==> config.mk <==
export PLATFORM = sky130hd
export DESIGN_NAME = serial_subtractor
export DESIGN_NICKNAME = d
export VERILOG_FILES = /design/src/rtl/sub_pkg.sv /design/src/rtl/fs_nand.sv /design/src/rtl/serial_subtractor.sv
export SDC_FILE = /design/constraint.sdc
export NUM_CORES = 1
export LEC_CHECK = 0
export CORE_ASPECT_RATIO = 0.6
export CORE_UTILIZATION = 55
export CTS_CLUSTER_DIAMETER = 150
export DETAILED_ROUTE_END_ITERATION = 8
export HOLD_SLACK_MARGIN = 0.06
export PLACE_DENSITY_LB_ADDON = 0.08
export SLEW_MARGIN = 20
export SYNTH_ARGS = -nofsm -noshare
export SYNTH_HDL_FRONTEND = slang
export SYNTH_SLANG_ARGS = --single-unit
==> constraint.sdc <==
create_clock -name clk -period 3.3 [get_ports clk]
set_clock_uncertainty 0.15 [all_clocks]
set_input_delay 0.33 -clock clk [delete_from_list [all_inputs] [get_ports clk]]
set_output_delay 0.33 -clock clk [all_outputs]
set_load 0.02 [all_outputs]
==> src/rtl/sub_pkg.sv <==
// Shared definitions for the bit-serial subtractor.
//   state_t       : controller states IDLE / SHIFT / DONE
//   DEFAULT_WIDTH : default operand width in bits
package sub_pkg;

   typedef enum logic [1:0] {
      IDLE  = 2'd0,
      SHIFT = 2'd1,
      DONE  = 2'd2
   } state_t;

   localparam int DEFAULT_WIDTH = 8;

endpackage

==> src/rtl/fs_nand.sv <==
// 1-bit full subtractor built only from 2-input NAND gates.
// Ports:
//   a    : minuend bit
//   b    : subtrahend bit
//   bin  : borrow in
//   diff : a ^ b ^ bin
//   bout : (~a & b) | (~(a ^ b) & bin)
module fs_nand (
   input  logic a,
   input  logic b,
   input  logic bin,
   output logic diff,
   output logic bout
);

   logic n1, n2, n3, x;
   logic m1, m2, m3;

   // First XOR stage: x = a ^ b. The n3 term equals ~(~a & b).
   assign n1 = ~(a & b);
   assign n2 = ~(a & n1);
   assign n3 = ~(b & n1);
   assign x  = ~(n2 & n3);

   // Second XOR stage: diff = x ^ bin. The m3 term equals ~(~x & bin).
   assign m1   = ~(x & bin);
   assign m2   = ~(x & m1);
   assign m3   = ~(bin & m1);
   assign diff = ~(m2 & m3);

   // bout = (~a & b) | (~x & bin) = NAND of the two complemented terms.
   assign bout = ~(n3 & m3);

endmodule

==> src/rtl/serial_subtractor.sv <==
// Bit-serial subtractor: computes a - b one bit per clock, LSB first.
// Ports:
//   clk   : clock, all state updates on the rising edge
//   rst   : synchronous active-high reset, priority over start
//   start : begin a subtraction (accepted in IDLE or DONE only)
//   a, b  : operands, captured on an accepted start
//   busy  : high while bits are being processed (SHIFT)
//   done  : one-cycle pulse when diff/bout/ovf are fresh (DONE)
//   diff  : a - b modulo 2^WIDTH
//   bout  : final borrow, 1 when unsigned a < b
//   ovf   : two's-complement overflow of a - b
module serial_subtractor
   import sub_pkg::*;
#(
   parameter int WIDTH = DEFAULT_WIDTH
) (
   input  logic             clk,
   input  logic             rst,
   input  logic             start,
   input  logic [WIDTH-1:0] a,
   input  logic [WIDTH-1:0] b,
   output logic             busy,
   output logic             done,
   output logic [WIDTH-1:0] diff,
   output logic             bout,
   output logic             ovf
);

   localparam int CNT_W = $clog2(WIDTH) + 1;

   state_t             state_q, state_d;
   logic [WIDTH-1:0]   opa_q, opa_d;
   logic [WIDTH-1:0]   opb_q, opb_d;
   logic [WIDTH-1:0]   res_q, res_d;
   logic               br_q, br_d;
   logic [CNT_W-1:0]   cnt_q, cnt_d;
   logic               amsb_q, amsb_d;
   logic               bmsb_q, bmsb_d;
   logic [WIDTH-1:0]   diff_q, diff_d;
   logic               bout_q, bout_d;
   logic               ovf_q, ovf_d;

   logic               cell_diff;
   logic               cell_bout;

   fs_nand u_cell (
      .a    (opa_q[0]),
      .b    (opb_q[0]),
      .bin  (br_q),
      .diff (cell_diff),
      .bout (cell_bout)
   );

   always_comb begin
      state_d = state_q;
      opa_d   = opa_q;
      opb_d   = opb_q;
      res_d   = res_q;
      br_d    = br_q;
      cnt_d   = cnt_q;
      amsb_d  = amsb_q;
      bmsb_d  = bmsb_q;
      diff_d  = diff_q;
      bout_d  = bout_q;
      ovf_d   = ovf_q;

      case (state_q)
         IDLE, DONE: begin
            state_d = IDLE;
            if (start) begin
               state_d = SHIFT;
               opa_d   = a;
               opb_d   = b;
               br_d    = 1'b0;
               cnt_d   = '0;
               // Sign bits are kept aside because the operand registers
               // are shifted away by the time overflow is evaluated.
               amsb_d  = a[WIDTH-1];
               bmsb_d  = b[WIDTH-1];
            end
         end
         SHIFT: begin
            res_d = {cell_diff, res_q[WIDTH-1:1]};
            opa_d = opa_q >> 1;
            opb_d = opb_q >> 1;
            br_d  = cell_bout;
            cnt_d = cnt_q + CNT_W'(1);
            if (cnt_q == CNT_W'(WIDTH - 1)) begin
               state_d = DONE;
               // Visible results change only here, so they hold through
               // any following operation until its own completion.
               diff_d  = {cell_diff, res_q[WIDTH-1:1]};
               bout_d  = cell_bout;
               ovf_d   = (amsb_q ^ bmsb_q) & (cell_diff ^ amsb_q);
            end
         end
         default: state_d = IDLE;
      endcase
   end

   always_ff @(posedge clk) begin
      if (rst) begin
         state_q <= IDLE;
         opa_q   <= '0;
         opb_q   <= '0;
         res_q   <= '0;
         br_q    <= 1'b0;
         cnt_q   <= '0;
         amsb_q  <= 1'b0;
         bmsb_q  <= 1'b0;
         diff_q  <= '0;
         bout_q  <= 1'b0;
         ovf_q   <= 1'b0;
      end else begin
         state_q <= state_d;
         opa_q   <= opa_d;
         opb_q   <= opb_d;
         res_q   <= res_d;
         br_q    <= br_d;
         cnt_q   <= cnt_d;
         amsb_q  <= amsb_d;
         bmsb_q  <= bmsb_d;
         diff_q  <= diff_d;
         bout_q  <= bout_d;
         ovf_q   <= ovf_d;
      end
   end

   assign busy = (state_q == SHIFT);
   assign done = (state_q == DONE);
   assign diff = diff_q;
   assign bout = bout_q;
   assign ovf  = ovf_q;

endmodule

==> tab_implementation.tex <==
\begin{tabular}{lr}
\hline
Metric & Value \\
\hline
\multicolumn{2}{l}{\textbf{Outcome}} \\
\quad Result of the run & finished clean \\
\multicolumn{2}{l}{\textbf{Floorplan}} \\
\quad Overall die area & 3310 µm² \\
\quad I/O pin count & 31 \\
\quad Die Span X & 73.6 µm \\
\quad Rows & 15 \\
\quad Height of the die & 44.9 µm \\
\quad Core Area & 2890 µm² \\
\quad Starting utilization of the core area & 0.585 \\
\multicolumn{2}{l}{\textbf{Yosys}} \\
\quad List of most frequent post-synthesis cells & sky130\_fd\_sc\_hd\_\_dfxtp\_1 (42), sky130\_fd\_sc\_hd\_\_a21oi\_1 (41), sky130\_fd\_sc\_hd\_\_nand3\_1 (27) \\
\quad Avg Synthesized Cell Area & 8.62 µm² \\
\quad Top-count cell post-synth & sky130\_fd\_sc\_hd\_\_dfxtp\_1 \\
\quad Post-synth EDFFs & 0 \\
\quad Area leader, netlist & sky130\_fd\_sc\_hd\_\_dfxtp\_1 \\
\quad Synth area leaders & sky130\_fd\_sc\_hd\_\_dfxtp\_1 (50\%), sky130\_fd\_sc\_hd\_\_a21oi\_1 (12\%), sky130\_fd\_sc\_hd\_\_nand3\_1 (8.0\%) \\
\quad Synthesized flop and latch total & 42 \\
\quad Post-synthesis sequential area ratio & 0.497 \\
\quad Area share of the largest cell type after synthesis & 0.497 \\
\quad Synth Net Count & 217 \\
\quad Mapped cell area & 1690 µm² \\
\quad Synth async-reset ratio & 0 \\
\quad Yosys cell types & 26 \\
\quad Count of yosys warnings during synthesis & 0 \\
\quad Most used flip-flop cell after synthesis & sky130\_fd\_sc\_hd\_\_dfxtp\_1 \\
\quad Count of mapped cells out of synthesis & 196 \\
\multicolumn{2}{l}{\textbf{Global routing}} \\
\quad Number of global-route vias before repair & 1340 \\
\quad First-pass GRT wire length & 5.97 mm \\
\quad Grt ovf & 0 \\
\quad Global-route total usage across every layer & 0.246 \\
\quad Initial antenna violation count & 0 \\
\quad Pin count of the biggest net entering global routing & 38 \\
\multicolumn{2}{l}{\textbf{Power and ir drop}} \\
\quad Sw frac & 0.240 \\
\quad Ratio of total power to cell area & 502 nW/µm² \\
\quad Share of total power in combinational logic & 0.111 \\
\quad Leakage Power & 0.716 nW \\
\quad Worst IR drop on VDD & 0.365 mV \\
\quad Total internal power & 0.798 mW \\
\quad Switching component of the power & 0.252 mW \\
\quad Share of power burned in registers & 0.512 \\
\quad Portion of total power attributed to the clock network & 0.377 \\
\multicolumn{2}{l}{\textbf{Route}} \\
\quad Count of vias placed by the detailed router & 1488 \\
\quad Per-cell routed wire length & 14.4 µm \\
\quad Total Wirelength & 3.76 mm \\
\quad Drc violations & 0 \\
\quad Number of DRC violations after detailed-routing iteration 0 & 118 \\
\quad First-pass iteration count of the detailed router & 5 \\
\quad Post-DRT Antenna Nets & 0 \\
\quad Via density per instance & 5.68 \\
\multicolumn{2}{l}{\textbf{Clock tree}} \\
\quad Worst skew pair latency & 290 ps \\
\quad Buffer count from post-CTS setup fixing & 0 \\
\quad Worst-path clk slew & 80 ps \\
\quad Number of buffers on the longest clock path & 2 \\
\quad Hold-fix buffer count after cts & 0 \\
\quad Depth of the CTS H-tree & 2 \\
\quad Number of gates resized after CTS & 0 \\
\quad Number of sinks driven by the clock tree & 42 \\
\quad Cell at the root of the clock tree & sky130\_fd\_sc\_hd\_\_clkbuf\_8 \\
\quad Number of buffers created by CTS & 5 \\
\quad Clock tree from TritonCTS & built \\
\multicolumn{2}{l}{\textbf{Worst hold path}} \\
\quad Origin of the worst min-delay path & opb\_q[2] \\
\quad Hold Path Sink & opb\_q[2] \\
\quad Worst hold-check path type & reg2reg \\
\quad Hold path depth & 2 \\
\multicolumn{2}{l}{\textbf{STA}} \\
\quad Max-slew violation count & 0 \\
\quad Sum of negative setup slack & 0 ps \\
\quad Worst slew slack as a fraction of its limit & 0.453 \\
\quad RSZ-0062 raised after global routing & no \\
\quad Fin. Hold Viols & 0 \\
\quad Min cycle time layout & 1930 ps \\
\quad Final setup violation count & 0 \\
\quad Portion of the clock cycle consumed by the worst path in the final layout & 0.584 \\
\quad Transition time of the tightest slew-check pin & 821 ps \\
\quad Highest clock rate & 0.519 GHz \\
\multicolumn{2}{l}{\textbf{Critical path}} \\
\quad Reg-to-reg critical path endpoint & ovf \\
\quad CP Data Arrival Time & 1450 ps \\
\quad Category of the worst setup path launch point & flip-flop \\
\quad R2r setup slk & 1640 ps \\
\quad Required time of the worst setup path & 2820 ps \\
\quad Worst Setup End Kind & output pin \\
\quad Length in cells of the worst reg-to-reg path & 5 \\
\quad Worst setup path class & reg2out \\
\quad Top fanout value on the critical path & 2 \\
\quad Crit Reg-Reg Startpoint & opb\_q[0] \\
\multicolumn{2}{l}{\textbf{Finish}} \\
\quad Post-layout net count & 240 \\
\quad Fillers & 230 \\
\quad Area grow syn2layout & 23.8\% \\
\quad Number of diodes added for antenna fixing & 0 \\
\quad Register area & 841 µm² \\
\quad Post-Layout Inst Area & 2090 µm² \\
\quad Ratio of cells with drive above 1 in the final layout & 0.0773 \\
\quad Area used by multi-input combinational logic & 741 µm² \\
\multicolumn{2}{l}{\textbf{Place}} \\
\quad IO buf count & 30 \\
\quad Placer Congestion & 0.770 \\
\quad Area after DPL & 1980 µm² \\
\quad Dpl hpwl & 2.47 mm \\
\multicolumn{2}{l}{\textbf{Run}} \\
\quad Total of max-cap violations & 0 \\
\hline
\end{tabular}
[state kept, by name, summed over array words and instances, names as in the netlist]
name,cells
res_q,7
bmsb_q,1
state_q,2
opb_q,8
opa_q,8
cnt_q,4
bout,1
ovf,1
diff,8
br_q,1
amsb_q,1
[power groups by stage]
| stage | Combinational, mW | Sequential [mW] | Clock [mW] |
|---|---|---|---|
| 6_report | 0.116 | 0.537 | 0.396 |
| 5_1_grt | 0.127 | 0.540 | 0.419 |
| 4_1_cts | 0.116 | 0.537 | 0.401 |
| 3_5_place_dp | 0.114 | 0.549 | 0 |
| 3_3_place_gp | 0.110 | 0.548 | 0 |
| 2_1_floorplan | 0.0784 | 0.545 | 0 |
[routing by layer]
| layer | vias up | wire length [µm] | global-route usage | share of wire |
|---|---|---|---|---|
| met5 | - | 0 | 0 | 0 |
| met4 | 0 | 23 | 0.0654 | 0.0061 |
| met3 | 4 | 237 | 0.0625 | 0.063 |
| met2 | 51 | 1740 | 0.418 | 0.46 |
| met1 | 694 | 1770 | 0.317 | 0.47 |
| li1 | 739 | - | - | - |
[critical path, stage by stage, from the launching register on]
cell	delay (ps)
sky130_fd_sc_hd__dfxtp_1	320
sky130_fd_sc_hd__nand2b_1	180
sky130_fd_sc_hd__inv_2	70
sky130_fd_sc_hd__clkdlybuf4s50_1	590
[final cells by class]
class	instances	area share
Clock inverter	3	0.0191
Timing Repair Buffer	35	0.161
Multi-Input combinational cell	132	0.354
Inverter	3	0.00538
Tap cell	42	0.0251
Clock buffer	5	0.0329
Sequential cell	42	0.402
[cells by family (layout without fill, tap and decap cells)]
logic type               after synthesis  in the layout  synth area share
AND/OR/NAND/NOR                       62             62             0.180
buffers and inverters                 22             46            0.0644
AO/OA/AOI/OAI                         66             66             0.224
flip-flops                            42             42             0.497
adder cells (fa/ha/maj)                2              2            0.0192
multiplexers                           2              2            0.0155
[stage by stage]
| stage | hold slack (ps) | power, mW | utilization | instances | worst slack, ps |
|---|---|---|---|---|---|
| global route | 342 | 1.09 | 0.724 | 262 | 1320 |
| CTS | 322 | 1.05 | 0.724 | 262 | 1370 |
| finish | 321 | 1.05 | 0.724 | 262 | 1370 |
| detailed placement | 310 | 0.663 | 0.686 | 254 | 1350 |
| floorplan | 287 | 0.624 | - | 196 | 1750 |
| global placement | 294 | 0.657 | 0.686 | 254 | 1500 |
[worst max-delay path by stage]
stage / startpoint / end / slack, ps / cells after the start
final: state_q[1] / busy / 1370 / 3
after global routing: state_q[1] / busy / 1320 / 3
after CTS: state_q[1] / busy / 1370 / 3
after detailed placement: start / opa_q[6] / 1350 / 4
after global placement: start / cnt_q[1] / 1500 / 4
after floorplan: opb_q[0] / ovf / 1750 / 5
[cell usage in the layout (no fill, tap or decap), types with 2 or more instances in the layout]
cell type	instances
sky130_fd_sc_hd__nor3b_1	2
sky130_fd_sc_hd__nor2_1	3
sky130_fd_sc_hd__a21oi_1	41
sky130_fd_sc_hd__nor2b_1	3
sky130_fd_sc_hd__inv_1	2
sky130_fd_sc_hd__dfxtp_1	42
sky130_fd_sc_hd__o21ai_0	8
sky130_fd_sc_hd__buf_4	5
sky130_fd_sc_hd__a22oi_1	14
sky130_fd_sc_hd__nand2b_1	4
sky130_fd_sc_hd__a211oi_1	2
sky130_fd_sc_hd__nand2_1	19
sky130_fd_sc_hd__clkbuf_8	5
sky130_fd_sc_hd__nand3_1	27
sky130_fd_sc_hd__clkdlybuf4s50_1	30
sky130_fd_sc_hd__clkinv_2	2
Power figures use the tool's default switching activity.
